==> src/rtl/g2x_rx_arb.sv <==
// Two-source receive arbiter: reads a byte count per frame, then streams that frame's
// data words into one merged output with sof/eof/lbytes framing and an inter-frame gap.
module g2x_rx_arb #(
  parameter logic [15:0] MAX_BCNT   = 16'd9600,
  parameter int unsigned IFG_CYCLES = 2
) (
  input  logic        clk,
  input  logic        reset_,
  input  logic [1:0]  src_en,
  input  logic [1:0]  bcnt_empty,
  input  logic [15:0] bcnt_in0,
  input  logic [15:0] bcnt_in1,
  input  logic [63:0] data_in0,
  input  logic [63:0] data_in1,
  input  logic [7:0]  ctrl_in0,
  input  logic [7:0]  ctrl_in1,
  output logic [1:0]  bcnt_re,
  output logic [1:0]  data_re,
  output logic [63:0] data_out,
  output logic [7:0]  ctrl_out,
  output logic        out_valid,
  output logic        out_sof,
  output logic        out_eof,
  output logic [2:0]  out_lbytes,
  output logic        out_src,
  output logic        bcnt_err
);

  localparam logic [3:0] GapLen = (IFG_CYCLES == 0) ? 4'd1 : 4'(IFG_CYCLES);

  typedef enum logic [1:0] {StIdle, StBcnt, StXfer, StGap} state_e;

  state_e      state_q;
  logic        grant_q;
  logic        last_q;
  logic        wait_q;
  logic [13:0] cnt_q;
  logic        first_q;
  logic        drop_q;
  logic [2:0]  lbytes_q;
  logic [3:0]  gap_q;

  // Tags for the word whose FIFO read data arrives this cycle.
  logic        s1_keep_q;
  logic        s1_sof_q;
  logic        s1_eof_q;
  logic [2:0]  s1_lbytes_q;
  logic        s1_src_q;

  logic [1:0]  elig;
  logic        gnt;
  logic [15:0] bcnt_sel;
  logic [13:0] words;

  always_comb begin
    elig     = src_en & ~bcnt_empty;
    gnt      = (&elig) ? ~last_q : elig[1];
    bcnt_sel = grant_q ? bcnt_in1 : bcnt_in0;
    words    = 14'(({1'b0, bcnt_sel} + 17'd7) >> 3);
  end

  always_ff @(posedge clk or posedge reset_) begin
    if (reset_) begin
      state_q  <= StIdle;
      grant_q  <= 1'b0;
      last_q   <= 1'b1;
      wait_q   <= 1'b0;
      cnt_q    <= '0;
      first_q  <= 1'b0;
      drop_q   <= 1'b0;
      lbytes_q <= '0;
      gap_q    <= '0;
      bcnt_re  <= '0;
      data_re  <= '0;
      bcnt_err <= 1'b0;
    end else begin
      bcnt_err <= 1'b0;
      unique case (state_q)
        StIdle: begin
          if (|elig) begin
            grant_q <= gnt;
            last_q  <= gnt;
            bcnt_re <= gnt ? 2'b10 : 2'b01;
            wait_q  <= 1'b1;
            state_q <= StBcnt;
          end
        end
        StBcnt: begin
          // First BCNT cycle carries the read strobe; the count is valid on the second.
          if (wait_q) begin
            bcnt_re <= '0;
            wait_q  <= 1'b0;
          end else begin
            lbytes_q <= bcnt_sel[2:0];
            cnt_q    <= words;
            first_q  <= 1'b1;
            if (bcnt_sel == 16'd0) begin
              bcnt_err <= 1'b1;
              gap_q    <= GapLen;
              state_q  <= StGap;
            end else begin
              bcnt_err <= (bcnt_sel > MAX_BCNT);
              drop_q   <= (bcnt_sel > MAX_BCNT);
              data_re  <= grant_q ? 2'b10 : 2'b01;
              state_q  <= StXfer;
            end
          end
        end
        StXfer: begin
          first_q <= 1'b0;
          cnt_q   <= cnt_q - 14'd1;
          if (cnt_q == 14'd1) begin
            data_re <= '0;
            gap_q   <= GapLen;
            state_q <= StGap;
          end
        end
        StGap: begin
          gap_q <= gap_q - 4'd1;
          if (gap_q == 4'd1) state_q <= StIdle;
        end
        default: state_q <= StIdle;
      endcase
    end
  end

  always_ff @(posedge clk or posedge reset_) begin
    if (reset_) begin
      s1_keep_q   <= 1'b0;
      s1_sof_q    <= 1'b0;
      s1_eof_q    <= 1'b0;
      s1_lbytes_q <= '0;
      s1_src_q    <= 1'b0;
      out_valid   <= 1'b0;
      out_sof     <= 1'b0;
      out_eof     <= 1'b0;
      out_lbytes  <= '0;
      out_src     <= 1'b0;
      data_out    <= '0;
      ctrl_out    <= '0;
    end else begin
      s1_keep_q   <= (state_q == StXfer) && !drop_q;
      s1_sof_q    <= first_q;
      s1_eof_q    <= (cnt_q == 14'd1);
      s1_lbytes_q <= lbytes_q;
      s1_src_q    <= grant_q;
      out_valid   <= s1_keep_q;
      out_sof     <= s1_keep_q && s1_sof_q;
      out_eof     <= s1_keep_q && s1_eof_q;
      out_lbytes  <= (s1_keep_q && s1_eof_q) ? s1_lbytes_q : 3'd0;
      if (s1_keep_q) begin
        data_out <= s1_src_q ? data_in1 : data_in0;
        ctrl_out <= s1_src_q ? ctrl_in1 : ctrl_in0;
        out_src  <= s1_src_q;
      end
    end
  end

endmodule

==> config.mk <==
export PLATFORM = sky130hd
export DESIGN_NAME = g2x_rx_arb
export DESIGN_NICKNAME = d
export VERILOG_FILES = /design/src/rtl/g2x_rx_arb.sv
export SDC_FILE = /design/constraint.sdc
export NUM_CORES = 1
export LEC_CHECK = 0
export BUFFER_PORTS_ARGS = -buffer_cell sky130_fd_sc_hd__buf_2
export CAP_MARGIN = 40
export CORE_ASPECT_RATIO = 1.1
export CORE_MARGIN = 1
export CORE_UTILIZATION = 28
export CTS_BUF_LIST = sky130_fd_sc_hd__clkbuf_16
export DETAILED_ROUTE_END_ITERATION = 7
export GPL_TIMING_DRIVEN = 1
export PLACE_DENSITY = 0.5
export SETUP_SLACK_MARGIN = 0.05
export SLEW_MARGIN = 20
export SYNTH_ARGS = -nofsm -noshare
export SYNTH_HDL_FRONTEND = slang
export SYNTH_SLANG_ARGS = --single-unit
==> constraint.sdc <==
create_clock -name clk -period 4 [get_ports clk]
set_input_delay 0.6 -clock clk [delete_from_list [all_inputs] [get_ports clk]]
set_output_delay 0.6 -clock clk [all_outputs]
set_load 0.03 [all_outputs]
# Word level (Yosys, flattened, before mapping)
# Index checks and enable logic that the tools add are counted.
dict set report word_totals {
  reg_bits 119
  output_inout_bits 84
}
dict set report op_classes {
  n_addsub 3
  order_cmp 1
  eq_ne 12
  mux 33
  bitwise_logic 5
  n_reduce_logical 20
}
# cell count
set op_table {}
lappend op_table {{$mux 64} 1}
lappend op_table {{$pmux 14 s2} 1}
lappend op_table {{$mux 2} 11}
lappend op_table {{$add 16x3->17 const B} 1}
lappend op_table {{$gt 16x14->1 const B} 1}
lappend op_table {{$logic_not 16->1} 1}
lappend op_table {{$mux 16} 1}
lappend op_table {{$eq 14x1->1 const B} 1}
lappend op_table {{$mux 14} 1}
lappend op_table {{$ne 2x2->1 const B} 7}
lappend op_table {{$sub 14x1->14 const B} 1}
lappend op_table {{$mux 4} 3}
lappend op_table {{$pmux 4 s3} 1}
lappend op_table {{$reduce_and 4->1} 3}
lappend op_table {{$reduce_and 2->1} 5}
lappend op_table {{$mux 8} 1}
lappend op_table {{$pmux 2 s2} 2}
lappend op_table {{$pmux 2 s4} 1}
lappend op_table {{$mux 1} 7}
lappend op_table {{$reduce_and 3->1} 2}
lappend op_table {{$eq 2x2->1 const B} 2}
lappend op_table {{$eq 4x1->1 const B} 1}
lappend op_table {{$pmux 1 s2} 2}
lappend op_table {{$reduce_bool 2->1} 2}
lappend op_table {{other kinds (11)} 15}

# Logic depth before layout (Yosys ltp)
# Gate-level depths: netlist of run 1.
dict set report logic_depth {
  ltp_word 7
  ltp_mapped 10
}

# Worst setup path before layout of run 1
# No wires, ideal clock.
dict set report synth_timing {
  path_type {input-to-reg}
  from {in bcnt_in1[2]}
  to {reg gap_q[3]}
  setup_ns 0.122
  t_arrival_ns 2.237
  required_time_ns 3.878
  path_slack_ns 1.641
  cell_stages 6
  path_buffers 0
  path_cell_list {nor4b_2 nor2_2 nor4b_4 a21boi_2 or3_1 a32o_1}
}
dict set report synth_via {
  elab_chain_len 4
}
# item line_no
set synth_rtl {}
lappend synth_rtl {{from (decl)} 12} ;# input logic [15:0] bcnt_in1,
lappend synth_rtl {{$mux 16} 58} ;# bcnt_sel = grant_q ? bcnt_in1 : bcnt_in0;
lappend synth_rtl {{$logic_not 16->1} 97} ;# if (bcnt_sel == 16'd0) begin
lappend synth_rtl {{$ne 2x2->1 (no line)} --}
lappend synth_rtl {{$reduce_and 4->1 (no line)} --}
lappend synth_rtl {{to (signal assigned)} 99} ;# gap_q <= GapLen;
lappend synth_rtl {{to (signal assigned)} 114} ;# gap_q <= GapLen;
lappend synth_rtl {{to (signal assigned)} 119} ;# gap_q <= gap_q - 4'd1;
lappend synth_rtl {{to (decl)} 41} ;# logic [3:0] gap_q;
# No other way between the ends.
# A chain may end at the register's enable or synchronous reset.

# Final worst setup path of run 1
dict set report layout_timing {
  from {reg grant_q}
  to {reg gap_q[3]}
}
dict set report layout_via {
  elab_chain_len 4
}
# item line_no
set layout_rtl {}
lappend layout_rtl {{from (decl)} 34} ;# logic grant_q;
lappend layout_rtl {{from (signal assigned)} 81} ;# grant_q <= gnt;
lappend layout_rtl {{$mux 16} 58}
lappend layout_rtl {{$logic_not 16->1} 97}
lappend layout_rtl {{$ne 2x2->1 (no line)} --}
lappend layout_rtl {{$reduce_and 4->1 (no line)} --}
# No other way between the ends.

==> results of run 1 <==
-- power by group --
group	internal (W)	leakage, nW	total, W	switching, W
clock	0.000855	0.277	0.00143	0.000576
combinational	0.00119	2.42	0.00330	0.00211
sequential	0.00173	1.36	0.00213	0.000399
-- final timing paths --
path,end,slack [ns]
setup / recovery,gap_q[3],0.95
hold / removal,data_out[1],0.07
setup reg to reg,gap_q[3],0.95
hold reg to reg,s1_lbytes_q[1],0.37
max in group asynchronous,last_q,3.02
min in group clk,s1_lbytes_q[1],0.37
-- layout by cell type (no fill, tap or decap), types with 3 or more instances in the layout --
cell / count
a22oi_1: 7
nor2_1: 99
clkinv_4: 5
inv_6: 3
o31ai_1: 8
nand3_1: 6
nor4_1: 6
xnor2_1: 7
inv_1: 11
nor2b_1: 7
nor3_1: 11
ha_1: 8
and3_1: 5
o21ai_0: 16
mux2i_1: 87
or3_1: 5
buf_2: 265
and2_1: 6
nand2_1: 36
a22o_1: 8
mux2_2: 5
or2_2: 3
clkinv_2: 3
buf_4: 7
a21o_1: 3
clkbuf_16: 17
a21oi_1: 86
dfrtp_1: 116
nand2b_1: 3
-- per-layer routing --
layer	global-route usage [%]	routed length, µm	vias up
met5	0	0	-
met4	5.598	266	0
met3	4.743	1221	16
met2	26.18	8356	194
met1	20.21	8299	2429
li1	-	-	2816
-- state kept, by name, indices dropped and copies added, names as in the netlist, 2 cells and up --
| signal | cells |
|---|---|
| state_q | 2 |
| data_re | 2 |
| gap_q | 4 |
| ctrl_out | 8 |
| lbytes_q | 3 |
| cnt_q | 14 |
| data_out | 64 |
| s1_lbytes_q | 3 |
| bcnt_re | 2 |
| out_lbytes | 3 |
-- per-stage QoR --
step / total power (W) / instance area [µm²] / worst slack [ns]
after global placement: 0.005439 / 7951 / 0.9377
after global routing: 0.007365 / 8572 / 0.7501
final: 0.006862 / 8572 / 0.9526
after detailed placement: 0.005491 / 7986 / 0.9156
after floorplan: 0.004471 / 6349 / 0.2442
after CTS: 0.006954 / 8542 / 0.9066
-- area by class of cell --
cell class	count	share of cell area, %
diodes	1	0.02919
clock buffers	17	4.963
clock inverters	15	1.518
inverters	11	0.5109
multi-input cells	472	36.87
flip-flops and latches	119	34.84
well taps	295	4.306
repair buffers	275	16.96
-- cells by family (layout without fill, tap and decap cells) --
kind of cell,count (synthesis),after routing,share of synthesized area [%]
other cells,0,1,0
mux,93,93,14.96
buf+inv,51,318,3.291
xor+xnor,9,9,1.242
flops,119,119,46.93
compound gates,157,157,15.71
simple gates,205,205,16.30
fa+ha+maj,8,8,1.577
==> flow_summary.json, run 1 <==
{
  "cp.arrival_ns": 3.34,
  "cts_buffers": 17,
  "r2r_start": "grant_q",
  "n_fill_cell": 2256,
  "syn_nets": 832,
  "clk_pin_slew_ns": 0.06,
  "globalRouteOverflowTotal": 0,
  "ys_warn_count": 0,
  "syn_area_per_cell_um2": 9.889,
  "grt_usage_pct": 16.07,
  "synthesis.area_um2": 6349,
  "drc": 0,
  "ys_ff_latch": 119,
  "vias": 5455,
  "netlist_top_cells_count": "dfrtp_1, nor2_1, mux2i_1, a21oi_1, nand2_1",
  "grt_antenna_before_repair": 1,
  "synth_top_area_share_pct": 46.51,
  "reg2regPathDepth": 7,
  "synth_ff_type": "dfrtp_1",
  "yosysTopAreaCell": "dfrtp_1",
  "status": "complete, no violations",
  "wl_per_cell_um": 15.06,
  "setup_viol": 0,
  "p_leak_nw": 4.062,
  "tightest_slew_ns": 0.7622,
  "drive_gt1_share_pct": 36.96,
  "wl_um": 18140,
  "initial_utilization_pct": 28.62,
  "synth_enable_flop_cells": 0,
  "cp-startpoint": "grant_q",
  "drtIter0Drc": 227,
  "worst-path-max-fanout": 22,
  "drtPass1Iterations": 4,
  "drv_cap": 0,
  "portBuffers": 265,
  "cts_sinks": 119,
  "critPathLaunchType": "register",
  "die_y_um": 159.9,
  "ys_types": 67,
  "cp_slowest_cell": "dfrtp_1",
  "die_x_um": 145.6,
  "final_util_pct": 38.65,
  "cp.required_ns": 4.30,
  "dp_hpwl_um": 13800,
  "holdWs_ns": 0.06874,
  "synthCells": 642,
  "cp-end-kind": "register",
  "cts_max_path_buffers": 2,
  "maxSlewViolCount": 0,
  "ys_seq_area_share_pct": 46.93,
  "yosysMostFrequentCell": "dfrtp_1",
  "core-area_um2": 22180,
  "multi_input_area_um2": 3161,
  "timing.final.crit_share_pct": 76.19,
  "grt_max_degree": 68,
  "tns_ns": 0,
  "fin_worst_skew_ns": 0.01377,
  "rsz0062_at_grt": "false",
  "cts_tree": "done",
  "crit_chain": "buf_4 -> nor3b_2 -> o221ai_2 -> nor4b_4 -> a21boi_2 -> or3_1 -> a32o_1",
  "place_inst": 1171,
  "path_buf_inv": 1,
  "cts.htree.levels": 4,
  "area_delta_synth_final_pct": 35.02,
  "fp.dieArea_um2": 23280,
  "grt_pass1_vias": 5289,
  "io_pins": 266,
  "powerDensity_nw_per_um2": 800.5,
  "globalplace.congestion": 0.7925,
  "max_slew_margin_pct": 49.19,
  "cts-root-buf": "clkbuf_16",
  "netlist_top_cells_area": "dfrtp_1, mux2i_1, a21oi_1",
  "rows": 57,
  "clk_latency_ns": 0.41,
  "slowest_delay_ns": 0.84,
  "routed_via_density": 4.527,
  "finalCriticalPeriod_ns": 3.047,
  "cts_hold_buffers": 0,
  "hp-class": "primary input to async pin",
  "max_freq_mhz": 328.1,
  "cts_setup_buffers": 0,
  "cts_resized": 0,
  "regArea_um2": 2987,
  "synth-async-reset-ratio_pct": 100.0,
  "worst-path-stages": 7,
  "hold_violations": 0,
  "grt_pass1_wl_um": 29220,
  "ir_worst_vdd_v": 0.0003001,
  "instances_no_fill": 1205,
  "ant_nets": 0,
  "fin_nets": 1086,
  "crit_family": "simple AND/OR/NAND/NOR gates",
  "path_class": "register to register"
}
Power figures use the tool's default switching activity.
==> inputs of run 2 (changes only) <==
==> constraint.sdc (replaced) <==
create_clock -name clk -period 2.8 [get_ports clk]
set_input_delay 0.42 -clock clk [delete_from_list [all_inputs] [get_ports clk]]
set_output_delay 0.42 -clock clk [all_outputs]
set_load 0.03 [all_outputs]
==> run 2 against run 1 <==
  * Maximum frequency rose by 30%
  * Die area unchanged
  * Global-route usage up 0.056 points
  * Count of clock-buffer cells in the layout stayed put
  * Final area rose by 1.7%
  * Critical path type unchanged
  * Critical endpoint is now state_q[0]
  * Combinational power rose by 46%
==> flow_summary.json, run 2 (synthesis gave the netlist of run 1 again) <==
{
  "largest-register": "data_out",
  "status": "complete, no violations",
  "timing.final.crit_share_pct": 83.64,
  "drive_gt1_share_pct": 37.70,
  "dp_hpwl_um": 14100,
  "hold_violations": 0,
  "cp-startpoint": "cnt_q[10]",
  "final_common_cell": "buf_2",
  "top_regs": "data_out (64), cnt_q (14), ctrl_out (8)",
  "final_util_pct": 39.29,
  "portBuffers": 265,
  "ir_worst_vdd_v": 0.0004933,
  "fin_worst_skew_ns": 0.01177,
  "powerDensity_nw_per_um2": 1147,
  "cp-end-kind": "register",
  "drv_cap": 0,
  "maxSlewViolCount": 0,
  "io_pins": 266,
  "cts_max_path_buffers": 2,
  "cp_slowest_cell": "or4_4",
  "grt_antenna_before_repair": 0,
  "globalRouteOverflowTotal": 0,
  "routed_via_density": 4.595,
  "core-area_um2": 22180,
  "tns_ns": 0,
  "clk_latency_ns": 0.41,
  "slowest_delay_ns": 0.58,
  "grt_pass1_vias": 5459,
  "wl_per_cell_um": 15.01,
  "cts_sinks": 119,
  "grt_usage_pct": 16.12,
  "drc": 0,
  "drtPass1Iterations": 4,
  "cp.required_ns": 3.08,
  "grt_pass1_wl_um": 29200,
  "die_y_um": 159.9,
  "layout_common_cells": "buf_2, dfrtp_1, nor2_1",
  "vias": 5597,
  "multi_input_area_um2": 3161,
  "cts_hold_buffers": 1,
  "cp.arrival_ns": 2.62,
  "initial_utilization_pct": 28.62,
  "p_leak_nw": 4.125,
  "hp-class": "primary input to register",
  "critPathLaunchType": "register",
  "die_x_um": 145.6,
  "cts_buffers": 17,
  "cts-root-buf": "clkbuf_16",
  "rows": 57,
  "finalPower_w": 0.009996,
  "crit_chain": "or4_4 -> nor4_4 -> a21o_1 -> nand4_1 -> a2111oi_0 -> a21oi_1",
  "cts_setup_buffers": 0,
  "cts_tree": "done",
  "clk_pin_slew_ns": 0.06,
  "setup_viol": 0,
  "min_from": "data_in0[23]",
  "fp.dieArea_um2": 23280,
  "max_freq_mhz": 427.0,
  "tightest_slew_ns": 0.6590,
  "regArea_um2": 2987,
  "globalplace.congestion": 0.8005,
  "cts_resized": 0,
  "grt_max_degree": 67,
  "drtIter0Drc": 357,
  "path_class": "register to register",
  "max_slew_margin_pct": 56.06,
  "r2r_start": "cnt_q[10]",
  "fin_nets": 1100,
  "area_delta_synth_final_pct": 37.27,
  "finalCriticalPeriod_ns": 2.342,
  "wl_um": 18280,
  "n_fill_cell": 2255,
  "antenna_cells": 0,
  "ant_nets": 0,
  "holdWs_ns": 0.3164,
  "cts.htree.levels": 4,
  "rsz0062_at_grt": "false",
  "largest_register_ffs": 64,
  "worst-path-max-fanout": 7
}
==> run 2: critical path, delay by kind of cell, from the launching register on <==
| kind | cells | cell delay [ns] |
|---|---|---|
| AOI/OAI and AO/OA | 3 | 0.76 |
| DFF | 1 | 0.40 |
| and+or+nand+nor | 3 | 1.04 |
==> run 2: cell type report <==
class                      count  share of cell area, %
multi-input combinational    472                  36.27
sequential                   119                  34.27
timing repair buffer         289                  18.03
clock buffer                  17                  4.882
tap                          295                  4.235
clock inverter                15                  1.795
inverter                      11                 0.5169
==> run 2: per-stage QoR <==
stage                     setup WS, ns  cells  area, µm²
after floorplan                 0.6214    642       6352
after global placement          0.4483   1184       8103
after detailed placement        0.4334   1185       8123
after CTS                       0.4408   1218       8715
after global routing            0.2289   1218       8715
final                           0.4579   1218       8715
==> run 2: per-layer routing <==
| metal | track usage [%] | vias up | share of wire (%) |
|---|---|---|---|
| met3 | 5.057 | 22 | 7.3 |
| met4 | 6.459 | 0 | 2.2 |
| li1 | - | 2848 | - |
| met5 | 0 | - | 0 |
| met2 | 26.27 | 208 | 46 |
| met1 | 19.77 | 2519 | 44 |
==> run 2: worst paths after layout <==
| path | slack [ns] | depth (start not counted) | end |
|---|---|---|---|
| min | 0.32 | 3 | data_out[23] |
| max in group asynchronous | 1.59 | 5 | last_q |
| min in group asynchronous | 0.49 | 3 | data_out[54] |
| max reg2reg | 0.46 | 6 | state_q[0] |
| min reg2reg | 0.39 | 0 | s1_lbytes_q[2] |
| max | 0.46 | 6 | state_q[0] |
==> run 2: report_power, final <==
group          total (W)  switching [W]  internal [W]  leakage (nW)
Combinational    0.00483        0.00306       0.00177          2.49
Sequential       0.00302       0.000551       0.00247          1.36
Clock            0.00214       0.000830       0.00131         0.274
